`src/rtl/router_pkg.sv`:
```
// Shared types and constants for the router crossbar scheduler and its helpers.
package router_pkg;

    localparam int NUM_PORTS_DEF = 5;
    localparam int DST_W_DEF     = 3;

    typedef enum logic [2:0] {
        S_RESET = 3'd0,
        S_ARB   = 3'd1,
        S_XFER  = 3'd2,
        S_WAIT  = 3'd3,
        S_DROP  = 3'd4
    } state_t;

    localparam logic [2:0] SEL_N  = 3'd0;
    localparam logic [2:0] SEL_W  = 3'd1;
    localparam logic [2:0] SEL_E  = 3'd2;
    localparam logic [2:0] SEL_S  = 3'd3;
    localparam logic [2:0] SEL_NI = 3'd4;

endpackage

```
`src/rtl/router_sched_pick.sv`:
```
// Rotating-priority picker: first set request at or after ptr, wrapping modulo N.
module rr_pick #(
    parameter int N  = 5,
    parameter int IW = 3
) (
    input  logic [N-1:0]  req,
    input  logic [IW-1:0] ptr,
    output logic          found,
    output logic [IW-1:0] idx
);

    // Walk the ring from ptr; the first hit wins and later hits are masked.
    always_comb begin
        int c;
        logic hit;
        found = 1'b0;
        idx   = {IW{1'b0}};
        c     = 0;
        hit   = 1'b0;
        for (int k = 0; k < N; k++) begin
            c     = (int'(ptr) + k >= N) ? int'(ptr) + k - N : int'(ptr) + k;
            hit   = req[c] & ~found;
            idx   = hit ? IW'(c) : idx;
            found = found | req[c];
        end
    end

endmodule

```
`src/rtl/router_sched.sv`:
```
// Crossbar scheduler: grants one input-to-output transfer at a time in round-robin
// order, holding a blocked head in S_WAIT and discarding it on timeout or bad destination.
module router_sched
    import router_pkg::*;
#(
    parameter int NUM_PORTS = NUM_PORTS_DEF,
    parameter int DST_W     = DST_W_DEF,
    parameter int WAIT_MAX  = 64,
    parameter int CNT_W     = 16
) (
    input  logic                       clk,
    input  logic                       arst,
    input  logic                       srst,
    input  logic [NUM_PORTS-1:0]       in_mty,
    input  logic [NUM_PORTS*DST_W-1:0] in_dst,
    input  logic [NUM_PORTS-1:0]       out_full,
    output logic [NUM_PORTS-1:0]       in_rd,
    output logic [NUM_PORTS-1:0]       out_wr,
    output logic [DST_W-1:0]           sel_in,
    output logic [DST_W-1:0]           sel_out,
    output logic                       stall,
    output logic                       drop_pulse,
    output logic [CNT_W-1:0]           drop_cnt
);

    localparam int WAIT_W = (WAIT_MAX > 1) ? $clog2(WAIT_MAX) : 1;

    state_t             state_r, state_n;
    logic [DST_W-1:0]   rr_ptr_r, rr_ptr_n;
    logic [DST_W-1:0]   cur_in_r, cur_in_n;
    logic [DST_W-1:0]   cur_out_r, cur_out_n;
    logic [WAIT_W-1:0]  wait_cnt_r, wait_cnt_n;
    logic [CNT_W-1:0]   drop_cnt_r, drop_cnt_n;

    logic               pick_found_s;
    logic [DST_W-1:0]   pick_idx_s;
    logic [DST_W-1:0]   pick_dst_s;
    logic               pick_full_s;
    logic               cur_full_s;

    function automatic logic [DST_W-1:0] ring_next(input logic [DST_W-1:0] p);
        return (int'(p) >= NUM_PORTS - 1) ? {DST_W{1'b0}} : p + DST_W'(1);
    endfunction

    rr_pick #(.N(NUM_PORTS), .IW(DST_W)) u_pick (
        .req   (~in_mty),
        .ptr   (rr_ptr_r),
        .found (pick_found_s),
        .idx   (pick_idx_s)
    );

    // Mux out the picked head's destination and the full flags it and the locked output see.
    always_comb begin
        pick_dst_s  = {DST_W{1'b0}};
        pick_full_s = 1'b0;
        cur_full_s  = 1'b0;
        for (int i = 0; i < NUM_PORTS; i++) begin
            pick_dst_s = (int'(pick_idx_s) == i) ? in_dst[i*DST_W +: DST_W] : pick_dst_s;
        end
        for (int i = 0; i < NUM_PORTS; i++) begin
            pick_full_s = (int'(pick_dst_s) == i) ? out_full[i] : pick_full_s;
            cur_full_s  = (int'(cur_out_r) == i) ? out_full[i] : cur_full_s;
        end
    end

    // Next-state and datapath register updates.
    always_comb begin
        state_n    = state_r;
        rr_ptr_n   = rr_ptr_r;
        cur_in_n   = cur_in_r;
        cur_out_n  = cur_out_r;
        wait_cnt_n = wait_cnt_r;
        drop_cnt_n = drop_cnt_r;
        case (state_r)
            S_RESET: state_n = S_ARB;
            S_ARB: begin
                if (pick_found_s) begin
                    cur_in_n  = pick_idx_s;
                    cur_out_n = pick_dst_s;
                    if (int'(pick_dst_s) >= NUM_PORTS) begin
                        state_n = S_DROP;
                    end else if (pick_full_s) begin
                        state_n    = S_WAIT;
                        wait_cnt_n = {WAIT_W{1'b0}};
                    end else begin
                        state_n = S_XFER;
                    end
                end else begin
                    state_n = S_ARB;
                end
            end
            S_XFER: begin
                rr_ptr_n = ring_next(cur_in_r);
                state_n  = S_ARB;
            end
            S_WAIT: begin
                if (!cur_full_s) begin
                    state_n = S_XFER;
                end else if ((WAIT_MAX != 0) && (wait_cnt_r == WAIT_W'(WAIT_MAX - 1))) begin
                    state_n = S_DROP;
                end else begin
                    wait_cnt_n = wait_cnt_r + WAIT_W'(1);
                end
            end
            S_DROP: begin
                rr_ptr_n   = ring_next(cur_in_r);
                drop_cnt_n = (drop_cnt_r == {CNT_W{1'b1}}) ? drop_cnt_r : drop_cnt_r + CNT_W'(1);
                state_n    = S_ARB;
            end
            default: state_n = S_RESET;
        endcase
    end

    // State and datapath registers with async and sync reset.
    always_ff @(posedge clk or posedge arst) begin
        if (arst) begin
            state_r    <= S_RESET;
            rr_ptr_r   <= {DST_W{1'b0}};
            cur_in_r   <= {DST_W{1'b0}};
            cur_out_r  <= {DST_W{1'b0}};
            wait_cnt_r <= {WAIT_W{1'b0}};
            drop_cnt_r <= {CNT_W{1'b0}};
        end else if (srst) begin
            state_r    <= S_RESET;
            rr_ptr_r   <= {DST_W{1'b0}};
            cur_in_r   <= {DST_W{1'b0}};
            cur_out_r  <= {DST_W{1'b0}};
            wait_cnt_r <= {WAIT_W{1'b0}};
            drop_cnt_r <= {CNT_W{1'b0}};
        end else begin
            state_r    <= state_n;
            rr_ptr_r   <= rr_ptr_n;
            cur_in_r   <= cur_in_n;
            cur_out_r  <= cur_out_n;
            wait_cnt_r <= wait_cnt_n;
            drop_cnt_r <= drop_cnt_n;
        end
    end

    // Moore output decode; async reset clears state so rd/wr drop immediately.
    always_comb begin
        in_rd      = {NUM_PORTS{1'b0}};
        out_wr     = {NUM_PORTS{1'b0}};
        sel_in     = {DST_W{1'b0}};
        sel_out    = {DST_W{1'b0}};
        stall      = 1'b0;
        drop_pulse = 1'b0;
        case (state_r)
            S_XFER: begin
                for (int i = 0; i < NUM_PORTS; i++) begin
                    in_rd[i]  = (int'(cur_in_r) == i);
                    out_wr[i] = (int'(cur_out_r) == i);
                end
                sel_in  = cur_in_r;
                sel_out = cur_out_r;
            end
            S_WAIT: begin
                stall   = 1'b1;
                sel_in  = cur_in_r;
                sel_out = cur_out_r;
            end
            S_DROP: begin
                for (int i = 0; i < NUM_PORTS; i++) begin
                    in_rd[i] = (int'(cur_in_r) == i);
                end
                sel_in     = cur_in_r;
                drop_pulse = 1'b1;
            end
            default: begin
                in_rd = {NUM_PORTS{1'b0}};
            end
        endcase
    end

    assign drop_cnt = drop_cnt_r;

endmodule

```
`config.mk`:
```
export PLATFORM = sky130hd
export DESIGN_NAME = router_sched
export DESIGN_NICKNAME = d
export VERILOG_FILES = /design/src/rtl/router_pkg.sv /design/src/rtl/router_sched_pick.sv /design/src/rtl/router_sched.sv
export SDC_FILE = /design/constraint.sdc
export NUM_CORES = 1
export LEC_CHECK = 0
export ABC_AREA = 1
export CAP_MARGIN = 20
export CORE_AREA = 2 2 80 82
export DETAILED_ROUTE_END_ITERATION = 8
export DIE_AREA = 0 0 82 84
export PLACE_DENSITY = 0.81
export SLEW_MARGIN = 5
export SYNTH_ARGS = -nofsm -noshare
export SYNTH_HDL_FRONTEND = slang
export SYNTH_HIERARCHICAL = 1
export SYNTH_SLANG_ARGS = --single-unit
```
`constraint.sdc`:
```
create_clock -name clk -period 10.9 [get_ports clk]
set_input_delay 3.27 -clock clk [delete_from_list [all_inputs] [get_ports clk]]
set_output_delay 3.27 -clock clk [all_outputs]
set_load 0.03 [all_outputs]
```
## After elaboration in Yosys (flattened, before gate mapping)

Cells that the tools add are included.

| word-level totals | value |
|---|---|
| output and inout port bits | 34 |
| bits of input ports | 28 |
| word-level logic and storage cells | 161 |
| bits in registers | 34 |

| operators by class | value |
|---|---|
| equal/unequal tests | 29 |
| reduce and logical (&&, ||, !) cells | 17 |
| add/subtract/negate cells | 12 |
| bitwise operators | 13 |
| mux-type cells | 72 |
| order comparisons | 12 |

Operators with widths:

| cell | count |
|---|---|
| $lt A32 B5 Y1 const B | 5 |
| $mux W32 | 5 |
| $ge A32 B4 Y1 const B | 4 |
| $sub A32 B4 Y32 const B | 4 |
| $mux W3 | 26 |
| $mux W16 | 3 |
| $eq A3 B3 Y1 const B | 13 |
| $mux W6 | 6 |
| $mux W1 | 23 |
| $eq A3 B2 Y1 const B | 6 |
| $add A16 B1 Y16 const B | 1 |
| $eq A16 B16 Y1 const B | 1 |
| $bmux W1 S3 | 5 |
| $logic_not A3 Y1 | 5 |
| $ne A3 B3 Y1 const B | 5 |
| $pmux W6 S2 | 1 |
| $mux W5 | 2 |
| $ge A3 B3 Y1 const B | 3 |
| $pmux W3 S3 | 1 |
| $add A3 B2 Y4 const B | 2 |
| $reduce_bool A2 Y1 | 4 |
| $add A6 B1 Y6 const B | 1 |
| $eq A6 B6 Y1 const B | 1 |
| $reduce_and A6 Y1 | 1 |
| 15 further kinds | 27 |

## Logic depth before layout (Yosys ltp)

| logic depth | value |
|---|---|
| word-level depth | 29 |
| mapped depth | 32 |
| depth with buffers taken out | 31 |

## Hierarchy

The synthesis kept the hierarchy.

By module, submodules not included:

| module | instances | seq. area each (um^2) | area an instance (um^2) | cells an instance |
|---|---|---|---|---|
| router_sched | 1 | 850.8 | 2,342.2 | 312 |
| rr_pick | 1 | 0.0 | 1,034.7 | 179 |

## Worst setup path after synthesis

No wires, ideal clock.

| timing path | value |
|---|---|
| path kind | input -> register |
| from | input port in_mty[3] |
| to | register wait_cnt_r[3] |
| slack | 5.538 ns |
| buffers on the path | 1 |
| arrival time | 5.241 ns |
| data required time | 10.780 ns |
| stages | 22 |
| setup time | 0.120 ns |
| cell sequence | inv_1 inv_1 nand3_1 nand3_2 nand3b_4 nand2_4 nand3_4 nor2_4 nand4_1 nand3_1 inv_2 buf_6 nand4_1 nand2_1 o22ai_4 nor2_1 nor2_4 nand3_2 nand2_4 nand2_4 nand2_1 nand2_1 |

| between the ends | value |
|---|---|
| longest elaborated chain between the ends | 24 |
| elaborated cells between the ends (all ways) | 58 |
| those cells by class | order compare (1); eq/ne (11); mux (30); bitwise (13); reduce/logical (3) |

RTL lines:

| what | line | source |
|---|---|---|
| start: declaration | router_sched.sv:14 | `input logic [NUM_PORTS-1:0] in_mty,` |
| $not A5 Y5 (*) | router_sched.sv:46 | `.req (~in_mty),` |
| $bmux W1 S3 | router_sched_pick.sv:22, router_sched_pick.sv:24 |  |
| $mux W1 (not written as such) (2 in a row) | router_sched_pick.sv:22, router_sched_pick.sv:24 |  |
| $or A1 B1 Y1 / $not A1 Y1 (equally long branches) | router_sched_pick.sv:24, router_sched_pick.sv:22 |  |
| $or A1 B1 Y1, or another cell as far along (2 in a row) | router_sched_pick.sv:24 | `found = found \| req[c];` |
| $not A1 Y1, or another cell as far along | router_sched_pick.sv:22 | `hit = req[c] & ~found;` |
| $and A1 B1 Y1 / $mux W3 (equally long branches) | router_sched_pick.sv:22, router_sched_pick.sv:23 |  |
| $mux W3 | router_sched_pick.sv:23 | `idx = hit ? IW'(c) : idx;` |
| $logic_not A3 Y1 | router_sched.sv:58 | `pick_dst_s = (int'(pick_idx_s) == i) ? in_dst[i*DST_W +: DST_W] : pick_dst_s;` |
| $mux W3 (5 in a row) | router_sched.sv:58 |  |
| $logic_not A3 Y1 | router_sched.sv:61 | `pick_full_s = (int'(pick_dst_s) == i) ? out_full[i] : pick_full_s;` |
| $mux W1 (5 in a row) | router_sched.sv:61 |  |
| $ne A3 B3 Y1 (no source line) | -- |  |
| $reduce_and A6 Y1 (no source line) (*) | -- |  |
| end signal: assignment | router_sched.sv:121 | `wait_cnt_r <= {WAIT_W{1'b0}};` |
| end signal: assignment | router_sched.sv:128 | `wait_cnt_r <= {WAIT_W{1'b0}};` |
| end signal: assignment | router_sched.sv:135 | `wait_cnt_r <= wait_cnt_n;` |
| end: declaration | router_sched.sv:32 | `logic [WAIT_W-1:0] wait_cnt_r, wait_cnt_n;` |

Every way passes the cells marked *; elsewhere a longest branch is shown, timed or not. The select of a mux whose other input is x is not followed.
A chain may end at the register's enable or synchronous reset.

## Worst setup path after layout

| timing path | value |
|---|---|
| from | input port in_mty[2] |
| to | register wait_cnt_r[2] |

The elaborated chain is that of the path after synthesis.

==> summary.txt <==
Critical path
  • Critical Path Fanout Max: 8
  • Reg-to-reg startpoint: rr_ptr_r[0]
  • WP buf/inv: 5
  • Cells on worst reg2reg path: 30
  • Worst setup SP type: input port
  • R2r setup slk: 6370 ps
  • Critical path arrival: 6210 ps
  • Crit path largest cell delay: 450 ps
  • Crit end category: flip-flop
  • Most frequent CP cell: nand2_1
  • Worst Path Required: 11090 ps
  • CP max-delay cell: clkdlybuf4s50_1
  • RR Endpoint: wait_cnt_r[2]
  • Crit Path Category: input port to flip-flop
  • Cell family with most CP delay: simple AND/OR/NAND/NOR gates

Layout
  • Number of nets in the layout: 599
  • Ratio of cells with drive above 1 in the final layout: 0.148
  • Area Growth Syn to Fin: 23.8%
  • Ant. Diodes: 0
  • Filler cells: 561
  • Fin util: 0.686

STA
  • Max Clock Freq: 166 MHz
  • Final hold vios: 0
  • Endpoints failing setup: 0
  • RSZ-0062 raised after global routing: no
  • Slew HR: 0.543
  • Final worst path period need: 6020 ps
  • Clock Skew: 5.65 ps
  • Worst-Margin Slew: 686 ps
  • Final critical-path share of the clock period: 0.552
  • Final setup margin: 4880 ps
  • Pins Over Slew Limit: 0
  • Worst hold slack: 478 ps
  • Setup TNS: 0 ps

Run
  • Max cap viols: 0

Synthesis
  • Synth Cell Area: 3380 um2
  • Cells after synthesis: 491
  • Area fraction of the dominant cell type after synthesis: 0.252
  • Most numerous cell in the Yosys netlist: nand2_1
  • Top FF cell, synth: dfrtp_1
  • Area leader, netlist: dfrtp_1
  • Syn_nets: 536
  • Async S/R FF share, synth: 1.00
  • Yosys cell types: 43
  • Synth cell count leaders: 101 x nand2_1, 56 x inv_1, 56 x nand3_1
  • Ys Warns: 6
  • Number of flops mapped to enable cells by yosys: 0
  • Avg Inst Size Synth: 6.88 um2
  • Top cells by area, synth: dfrtp_1 25%, nand2_1 11%, nand3_1 8.3%, inv_1 6.2%, ha_1 5.9%
  • Sequential area share after synthesis: 0.252
  • Post-synthesis register bit count: 34

Power
  • Final Power: 997 uW
  • P_leak: 0.00192 uW
  • P per Cell Area: 238 nW/um2
  • Peak supply drop: 0.226 mV

CTS
  • TritonCTS clock tree: done
  • Post-CTS Setup Bufs: 0
  • CTS buffer count: 5
  • CTS-repair resized insts: 0
  • Root buffer cell: clkbuf_8
  • Later-pin clock latency in the skew report: 290 ps
  • H-tree depth: 2
  • Clock Path Buffers: 2
  • Clock transition at path regs: 70 ps
  • Hold_buf cts: 0
  • Sink Count: 34

Detailed routing
  • Antenna viol nets, final: 0
  • # DRC: 0
  • Wire per inst: 13.7 um
  • TritonRoute pass-1 iters: 5
  • Routed Wire Length: 8680 um
  • Vias: 3519
  • Iter 0 DRT Violations: 199
  • Via-per-instance ratio: 5.57

Min path
  • Hold Path Sink: wait_cnt_r[3]
  • Hold WC Path Type: flip-flop to flip-flop
  • Hold path depth: 2
  • Startpoint of the worst hold path: wait_cnt_r[3]

Floorplan
  • Rows: 29
  • DIE AREA: 6890 um2
  • # IOs: 62
  • Die width: 82 um
  • Die Ht: 84 um
  • Initial core utilization: 0.554
  • Core area: 6100 um2

Placement
  • Pre-CTS WS: 4580 ps
  • GPL Wtd Cong: 0.984
  • Port bufs: 61
  • Detailed Place HPWL: 6760 um

Status
  • Status: finished, final reports clean

GRT
  • Initial antenna violation count: 0
  • First-pass GRT wire length: 14700 um
  • GRT Util Overall: 0.267
  • Remaining global-route overflow: 0
  • Vias in the first global route: 3307
  • Largest net degree at the start of global routing: 35
[kinds of logic after synthesis]
| kind of cell | share of synthesized area |
|---|---|
| compound gates | 0.119 |
| flops | 0.252 |
| fa+ha+maj | 0.0652 |
| buf+inv | 0.104 |
| xor+xnor | 0.0152 |
| simple gates | 0.445 |
[registers in the layout, summed over array words and instances, names as in the netlist]
name / count
wait_cnt_r: 6
rr_ptr_r: 3
cur_in_r: 3
state_r: 3
drop_cnt: 16
cur_out_r: 3
[stage by stage]
stage / area, um2 / std cells
floorplan: 3380 / 491
global placement: 4040 / 624
detailed placement: 4040 / 624
CTS: 4180 / 632
global route: 4180 / 632
finish: 4180 / 632
[cell type report]
type / count / area [um2] / area share
flip-flops and latches: 34 / 851 / 0.204
repair buffers: 62 / 618 / 0.148
clock buffers: 6 / 82.6 / 0.0198
multi-input cells: 372 / 2180 / 0.521
inverters: 79 / 297 / 0.0709
clock inverters: 2 / 60.1 / 0.0144
well taps: 77 / 96.3 / 0.0230
[metal layers]
layer  global-route usage  vias to the layer above  routed length, um
met5                    0                        -                  0
met2                0.427                       97               4120
met3               0.0411                       20                441
li1                     -                     1770                  -
met1                0.354                     1632               3890
met4                0.112                        0                218
[cell usage in the layout (no fill, tap or decap), types with 2 or more instances in the layout]
cell type and count:
nand2_1 101, nand4_1 29, clkinv_1 2, nor2_1 42, o22ai_1 8, nand2_4 5, clkbuf_8 6, nand3_1 56
xor2_1 3, bufinv_16 2, a21oi_2 2, nor4_1 5, dfrtp_1 34, o21ai_0 13, a21oi_4 2, nor2_4 4
ha_1 16, inv_2 21, o21ai_2 2, clkdlybuf4s50_1 61, nor2_2 6, nor3_1 9, inv_1 56, nand2_2 13
nand3_2 11, o21ai_1 8, nand3b_1 3, a21oi_1 19
[how the worst max path moves through the flow]
| stage | startpoint | to | cells past startpoint |
|---|---|---|---|
| 2_1_floorplan | in_mty[3] | wait_cnt_r[3] | 22 |
| 3_3_place_gp | in_mty[2] | wait_cnt_r[3] | 26 |
| 3_5_place_dp | in_mty[2] | wait_cnt_r[2] | 26 |
| 4_1_cts | in_mty[2] | wait_cnt_r[2] | 26 |
| 5_1_grt | in_mty[3] | wait_cnt_r[2] | 26 |
| 6_report | in_mty[2] | wait_cnt_r[2] | 26 |
[worst reg2reg max path, delay by kind of cell (launching register included)]
family	cells	cell delay, ps
and+or+nand+nor	21	2070
DFF	1	630
AOI/OAI and AO/OA	1	320
adders and majority gates	2	570
buffers and inverters	6	850
[where the power goes]
group	switching (uW)	internal, uW	leakage, uW
Combinational	451	235	0.00138
Sequential	24.8	140	0.000471
Clock	48.4	97.6	0.0000714
Total	524	472	0.00192
Note: power is estimated with default switching activity, not from simulation.
